--- src/rtl/arb_pkg.sv ---
// arb_pkg: shared constants for the arbitrated multiplexer (arb_mux) and its
// arbiter. Defines the arbitration mode encodings, the default data width and
// the saturation limit of the optional per-channel grant counters.
package arb_pkg;

   // Arbitration mode encodings for the MODE parameter
   localparam int ARB_FIXED = 0;   // lowest set index wins
   localparam int ARB_RR    = 1;   // round-robin starting at the pointer

   localparam int DEFAULT_WIDTH = 32;

   // Grant counters stick at this value instead of wrapping
   localparam logic [15:0] STAT_MAX = 16'hFFFF;

endpackage

--- src/rtl/rr_arbiter.sv ---
// rr_arbiter: combinational arbiter. Picks one requester from req_i, either
// the lowest set index (rr_mode_i=0) or the first set index scanning upward
// from ptr_i with wrap-around (rr_mode_i=1). Returns a one-hot grant and the
// encoded index; both are zero when no request is set.
module rr_arbiter #(
   parameter  int NUM_CH = 4,
   localparam int CH_W   = $clog2(NUM_CH)
) (
   input  logic [NUM_CH-1:0] req_i,
   input  logic [CH_W-1:0]   ptr_i,
   input  logic              rr_mode_i,
   output logic [NUM_CH-1:0] gnt_o,
   output logic [CH_W-1:0]   idx_o
);

   int              slot;
   logic [CH_W-1:0] cand;

   // Scan candidates from lowest to highest priority so the last hit wins
   always_comb begin
      // NOTE: every output gets a default before the loop; a path that left
      // gnt_o/idx_o unassigned would infer a latch.
      gnt_o = '0;
      idx_o = '0;
      slot  = 0;
      cand  = '0;
      for (int k = NUM_CH - 1; k >= 0; k--) begin
         // NOTE: blocking assignments here are intentional; slot/cand are
         // scratch values consumed later in the same evaluation.
         slot = rr_mode_i ? int'(ptr_i) + k : k;
         if (slot >= NUM_CH) slot = slot - NUM_CH;
         cand = CH_W'(slot);
         if (req_i[cand]) begin
            gnt_o       = '0;
            gnt_o[cand] = 1'b1;
            idx_o       = cand;
         end
      end
   end

endmodule

--- src/rtl/arb_mux.sv ---
// arb_mux: NUM_CH-channel valid/ready arbitrated multiplexer with a registered
// output stage. Arbitration is fixed-priority (MODE=ARB_FIXED) or round-robin
// (MODE=ARB_RR); the winning channel index travels with the data.
// Optional feature: define ARB_MUX_STATS_EN to add GrantCount, one 16-bit
// saturating transfer counter per channel.
module arb_mux
   import arb_pkg::*;
#(
   parameter  int WIDTH  = DEFAULT_WIDTH,
   parameter  int NUM_CH = 4,
   parameter  int MODE   = ARB_RR,
   localparam int CH_W   = $clog2(NUM_CH)
) (
   input  logic                    CLK,
   input  logic                    Reset,
   input  logic [NUM_CH-1:0]       InValid,
   input  logic [NUM_CH*WIDTH-1:0] InData,
   output logic [NUM_CH-1:0]       InReady,
   output logic                    OutValid,
   output logic [WIDTH-1:0]        OutData,
   output logic [CH_W-1:0]         OutChannel,
`ifdef ARB_MUX_STATS_EN
   output logic [NUM_CH*16-1:0]    GrantCount,
`endif
   input  logic                    OutReady
);

   logic              load;
   logic              xfer;
   logic [NUM_CH-1:0] gnt;
   logic [CH_W-1:0]   gnt_idx;
   logic [WIDTH-1:0]  sel_data;

   logic              out_valid_q, out_valid_d;
   logic [WIDTH-1:0]  out_data_q,  out_data_d;
   logic [CH_W-1:0]   out_ch_q,    out_ch_d;
   logic [CH_W-1:0]   ptr_q,       ptr_d;

   rr_arbiter #(
      .NUM_CH (NUM_CH)
   ) u_arb (
      .req_i     (InValid),
      .ptr_i     (ptr_q),
      .rr_mode_i (MODE == ARB_RR),
      .gnt_o     (gnt),
      .idx_o     (gnt_idx)
   );

   // Output register can take a word when empty or being drained this cycle
   assign load    = !out_valid_q || OutReady;
   // Reset gates the handshake so no accept can leak out while Reset is low
   assign InReady = (Reset && load) ? gnt : '0;
   assign xfer    = |InReady;

   // Select the granted channel's data word
   always_comb begin
      sel_data = '0;
      for (int i = 0; i < NUM_CH; i++) begin
         if (gnt[i]) sel_data = InData[i*WIDTH +: WIDTH];
      end
   end

   // Next state of the output register and the round-robin pointer
   always_comb begin
      out_valid_d = out_valid_q;
      out_data_d  = out_data_q;
      out_ch_d    = out_ch_q;
      ptr_d       = ptr_q;
      if (xfer) begin
         out_valid_d = 1'b1;
         out_data_d  = sel_data;
         out_ch_d    = gnt_idx;
         if (MODE == ARB_RR) begin
            ptr_d = (gnt_idx == CH_W'(NUM_CH - 1)) ? '0 : gnt_idx + 1'b1;
         end
      end else if (OutReady) begin
         out_valid_d = 1'b0;
      end
   end

   // State registers; Reset discards any held word and restarts at channel 0
   always_ff @(posedge CLK or negedge Reset) begin
      if (!Reset) begin
         out_valid_q <= 1'b0;
         out_data_q  <= '0;
         out_ch_q    <= '0;
         ptr_q       <= '0;
      end else begin
         // NOTE: non-blocking for all state so every register samples the
         // pre-edge values regardless of statement order.
         out_valid_q <= out_valid_d;
         out_data_q  <= out_data_d;
         out_ch_q    <= out_ch_d;
         ptr_q       <= ptr_d;
      end
   end

   assign OutValid   = out_valid_q;
   assign OutData    = out_data_q;
   assign OutChannel = out_ch_q;

`ifdef ARB_MUX_STATS_EN
   logic [15:0] cnt_q [NUM_CH];

   // Per-channel saturating transfer counters
   always_ff @(posedge CLK or negedge Reset) begin
      if (!Reset) begin
         // NOTE: this array is a handful of flops, not a RAM, so clearing it
         // in the reset branch is cheap and gives software a known zero.
         for (int i = 0; i < NUM_CH; i++) cnt_q[i] <= '0;
      end else begin
         for (int i = 0; i < NUM_CH; i++) begin
            if (InValid[i] && InReady[i] && (cnt_q[i] != STAT_MAX)) begin
               cnt_q[i] <= cnt_q[i] + 16'd1;
            end
         end
      end
   end

   for (genvar i = 0; i < NUM_CH; i++) begin : g_cnt
      assign GrantCount[i*16 +: 16] = cnt_q[i];
   end
`endif

endmodule

--- config.mk ---
export PLATFORM = sky130hd
export DESIGN_NAME = arb_mux
export DESIGN_NICKNAME = d
export VERILOG_FILES = /design/src/rtl/arb_pkg.sv /design/src/rtl/rr_arbiter.sv /design/src/rtl/arb_mux.sv
export SDC_FILE = /design/constraint.sdc
export NUM_CORES = 1
export LEC_CHECK = 0
export CORE_MARGIN = 5
export CORE_UTILIZATION = 35
export CTS_CLUSTER_SIZE = 30
export DETAILED_ROUTE_END_ITERATION = 10
export PLACE_DENSITY = 0.78
export RECOVER_POWER = 50
export SYNTH_ARGS = -nofsm -noshare
export SYNTH_HDL_FRONTEND = slang
export SYNTH_SLANG_ARGS = --single-unit
--- constraint.sdc ---
create_clock -name CLK -period 4 [get_ports CLK]
set_input_delay 0.8 -clock CLK [delete_from_list [all_inputs] [get_ports CLK]]
set_output_delay 0.8 -clock CLK [all_outputs]
set_load 0.05 [all_outputs]
==> summary.md <==
| Metric | Value |
|---|---|
| Outcome | finished, violations left |
| Violated checks | max-capacitance violations, max-slew violations |
| Largest net degree at the start of global routing | between 40 and 50 |
| Critical Path AT | 3040 ps |
| FP Rows | 33 |
| Layout Skew | slightly above 10 ps |
| Vias/cell | 5.392 |
| Sequential share of power | 0.140 |
| CP top delay family | buffers and inverters |
| # diodes | 0 |
| Grt ovf | 0 |
| Initial core utilization | 0.3561 |
| Vias | between 3000 and 4000 |
| Max-slew violation count | 38 |
| Sink Count | 37 |
| Drt total wl | approximately 10000 um |
| Pwr Density | 1009 mW/mm2 |
| First-pass GRT wire length | 16770 um |
| Syn. warnings | 0 |
| Layout cells sized above 1 | 0.07664 |
| Max Clk Rate | roughly 260 MHz |
| Slew @ Worst Pin | 2094 ps |
| Area leader, netlist | dfrtp_1 |
| Crit. End Element | output port |
| Clk slew on worst S/H paths | approximately 80 ps |
| Final Net Count | between 600 and 700 |
| Syn Inst Count | 376 |
| Setup crit start kind | primary input |
| CP max stage cell | mux4_2 |
| Vias in the first global route | approximately 3500 |
| Pleak | 1.866 nW |
| Initial antenna violation count | 0 |
| CP Max Fanout | 9 |
| Met3 Wirelength | 778 um |
| DR WL/cell | approximately 16 um |
| Power share of the combinational group | 0.790 |
| Hold Crit Class | register to register |
| Maximum vdd drop | 0.6285 mV |
| I/O pin count | between 150 and 200 |
| Synth Net Count | between 500 and 600 |
| Wl on met1 | roughly 4300 um |
| Post-DP Area | around 0.0047 mm2 |
| Area delta synth->final | 66.65% |
| Yosys top cell area share | 0.3180 |
| Postcts setup bufs | 0 |
| CTS Buf Count | 5 |
| WHS Endpoint | OutChannel[0] |
| Height of the die | between 100 and 150 um |
| R2r endpoint | OutData[20] |
| Synth cell types | 40 |
| Sw Ratio | 0.5461 |
| Final antenna-violating net count | 0 |
| Fillcell total | 760 |
| Post-Layout Inst Area | approximately 0.0049 mm2 |
| Worst Path Buf+Inv | 2 |
| Cell depth of the worst hold path | 2 |
| Net Switching | ~2.7 mW |
| Met2 wire len | 5137 um |
| Initial DRC count | 89 |
| CTS tree | built |
| RSZ-0062 raised after global routing | false |
| Post-synth top cells | nor2_1, nand2_1, dfrtp_1 |
| DIE AREA | 0.01024 mm2 |
| Worst path max stage delay | 600 ps |
| Final setup viols | 0 |
| Number of synthesized flops with an enable pin | 0 |
| Top sig layer | met4 |
| FF-to-FF setup slack | around 460 ps |
| H-tree Lvls | 2 |
| Placed Cells | roughly 630 |
| Worst EP required | 3200 ps |
| Maximum buffer depth of the clock tree | 2 |
| WS Path Type | primary input to output port |
| Final GP Congestion | between 0.8 and 0.9 |
| Seq cells post-synth | 37 |
| Minimum clock period | approximately 3800 ps |
| Non-Filler Instances | 640 |
| Part of the cycle the worst path needs | 0.9604 |
| CP Cell Sequence | clkdlybuf4s50_1 -> mux4_2 -> nor2b_1 -> a221o_1 -> o22a_2 -> and2_2 -> buf_12 |
| Clock power frac | 0.070 |
| Normalized max-slew margin | -0.3963 |
| IO Port Bufs | about 170 |
| DRC Markers | 0 |
| Core area | between 0.008 and 0.009 mm2 |
| HPWL Detailed | about 8000 um |
| Die width | a little over 100 um |
| Fin. Hold Viols | 0 |
| Root buf cell | clkbuf_8 |
| Worst hold start | OutChannel[0] |
| Mapped Area | about 0.0029 mm2 |
| Reg2reg start | ptr_q[1] |
| First-pass DRT Iterations | 4 |
| Most frequent cell after synthesis | nor2_1 |
| Syn_area_per_cell | about 7.7 um2 |
| Reg2reg path depth | 10 |
| Post-synthesis sequential area ratio | 0.3180 |
| Cell Int Power | approximately 2.2 mW |
| Ys flop type | dfrtp_1 |
| Total track usage | 0.2030 |
| Setup TNS | 0 ps |
| Clock Latency Late Sink | 290 ps |
| Area contributors post-synth | dfrtp_1, a311o_1, nor2_1 |
| Synth async-reset ratio | 1.000 |
| Max Cap Viol | 1 |
[power groups by stage]
stage	sequential, mW	combinational, mW	clock (mW)
floorplan	1.33	2.14	0
global placement	0.689	3.85	0
detailed placement	0.700	3.92	0
CTS	0.694	3.93	0.352
global route	0.717	4.20	0.370
finish	0.687	3.87	0.341
[placed cells by master (no fill, tap or decap), drive strengths merged, types with 8 or more instances in the layout]
cell type	netlist	final
buf	18	17
ha	8	8
clkdlybuf4s50	0	149
dfrtp	37	37
a311o	32	32
dlygate4sd3	0	19
nand3	32	32
a31oi	32	32
nand2	71	71
nor2	73	73
clkbuf	18	9
[state kept, by name (all words and copies together), names as in the netlist]
signal      flops
OutData        32
OutValid        1
OutChannel      2
ptr_q           2
[how the worst max path moves through the flow]
stage	startpoint	endpoint	slack, ps	cells past startpoint
2_1_floorplan	ptr_q[0]	InReady[3]	5	12
3_3_place_gp	InValid[2]	InReady[3]	210	7
3_5_place_dp	InValid[1]	InReady[3]	160	7
4_1_cts	InValid[1]	InReady[3]	160	7
5_1_grt	ptr_q[1]	InReady[0]	20	7
6_report	InValid[1]	InReady[3]	160	7
[stage by stage]
step                  util  hold slack [ps]  setup slack [ps]  power, mW
global placement    0.5796            467.9             207.8      4.543
CTS                 0.5938            504.8             158.5      4.981
detailed placement  0.5796            482.4             158.0      4.620
floorplan                -            504.4             4.757      3.464
global route        0.5935            545.0             21.84      5.292
finish              0.5935            503.7             158.3      4.898
[metal layers]
layer / vias up / global-route usage
met2: 136 / 0.3546
met3: 19 / 0.05441
met1: 1617 / 0.2424
li1: 1679 / -
met5: - / 0
met4: 0 / 0.06442
[area by class of cell]
| type | instances | area (um2) | area share |
|---|---|---|---|
| Clock buffer | 7 | 86.33 | 0.01779 |
| Clock inverter | 1 | 30.03 | 0.006189 |
| Inverter | 6 | 22.52 | 0.004642 |
| Multi-Input combinational cell | 297 | 1802 | 0.3713 |
| Sequential cell | 37 | 925.9 | 0.1908 |
| Tap cell | 105 | 131.4 | 0.02708 |
| Timing Repair Buffer | 187 | 1854 | 0.3822 |
[cells by family (layout without fill, tap and decap cells)]
group                      Yosys count  in the layout  synth area share
xor gates and xnor gates             1              1          0.003009
adders and majority gates            8              8           0.03438
muxes                                9              9           0.04899
buffers and inverters               42            201           0.07176
and+or+nand+nor                    189            189            0.2712
AOI/OAI and AO/OA                   90             90            0.2527
DFF                                 37             37            0.3180
[tightest hold or removal path, delay by kind of cell (launching register included)]
family	cells	cell delay [ps]
flip-flops	1	350
AND/OR/NAND/NOR	2	120
[timing repair]
| item | in CTS | in global routing |
|---|---|---|
| setup endpoints to repair | 0 | 1 |
| endpoints found under the hold margin | 0 | 0 |
| resized for setup | 0 | 1 |
| hold buffers | 0 | 0 |
Note: power is estimated with default switching activity, not from simulation.
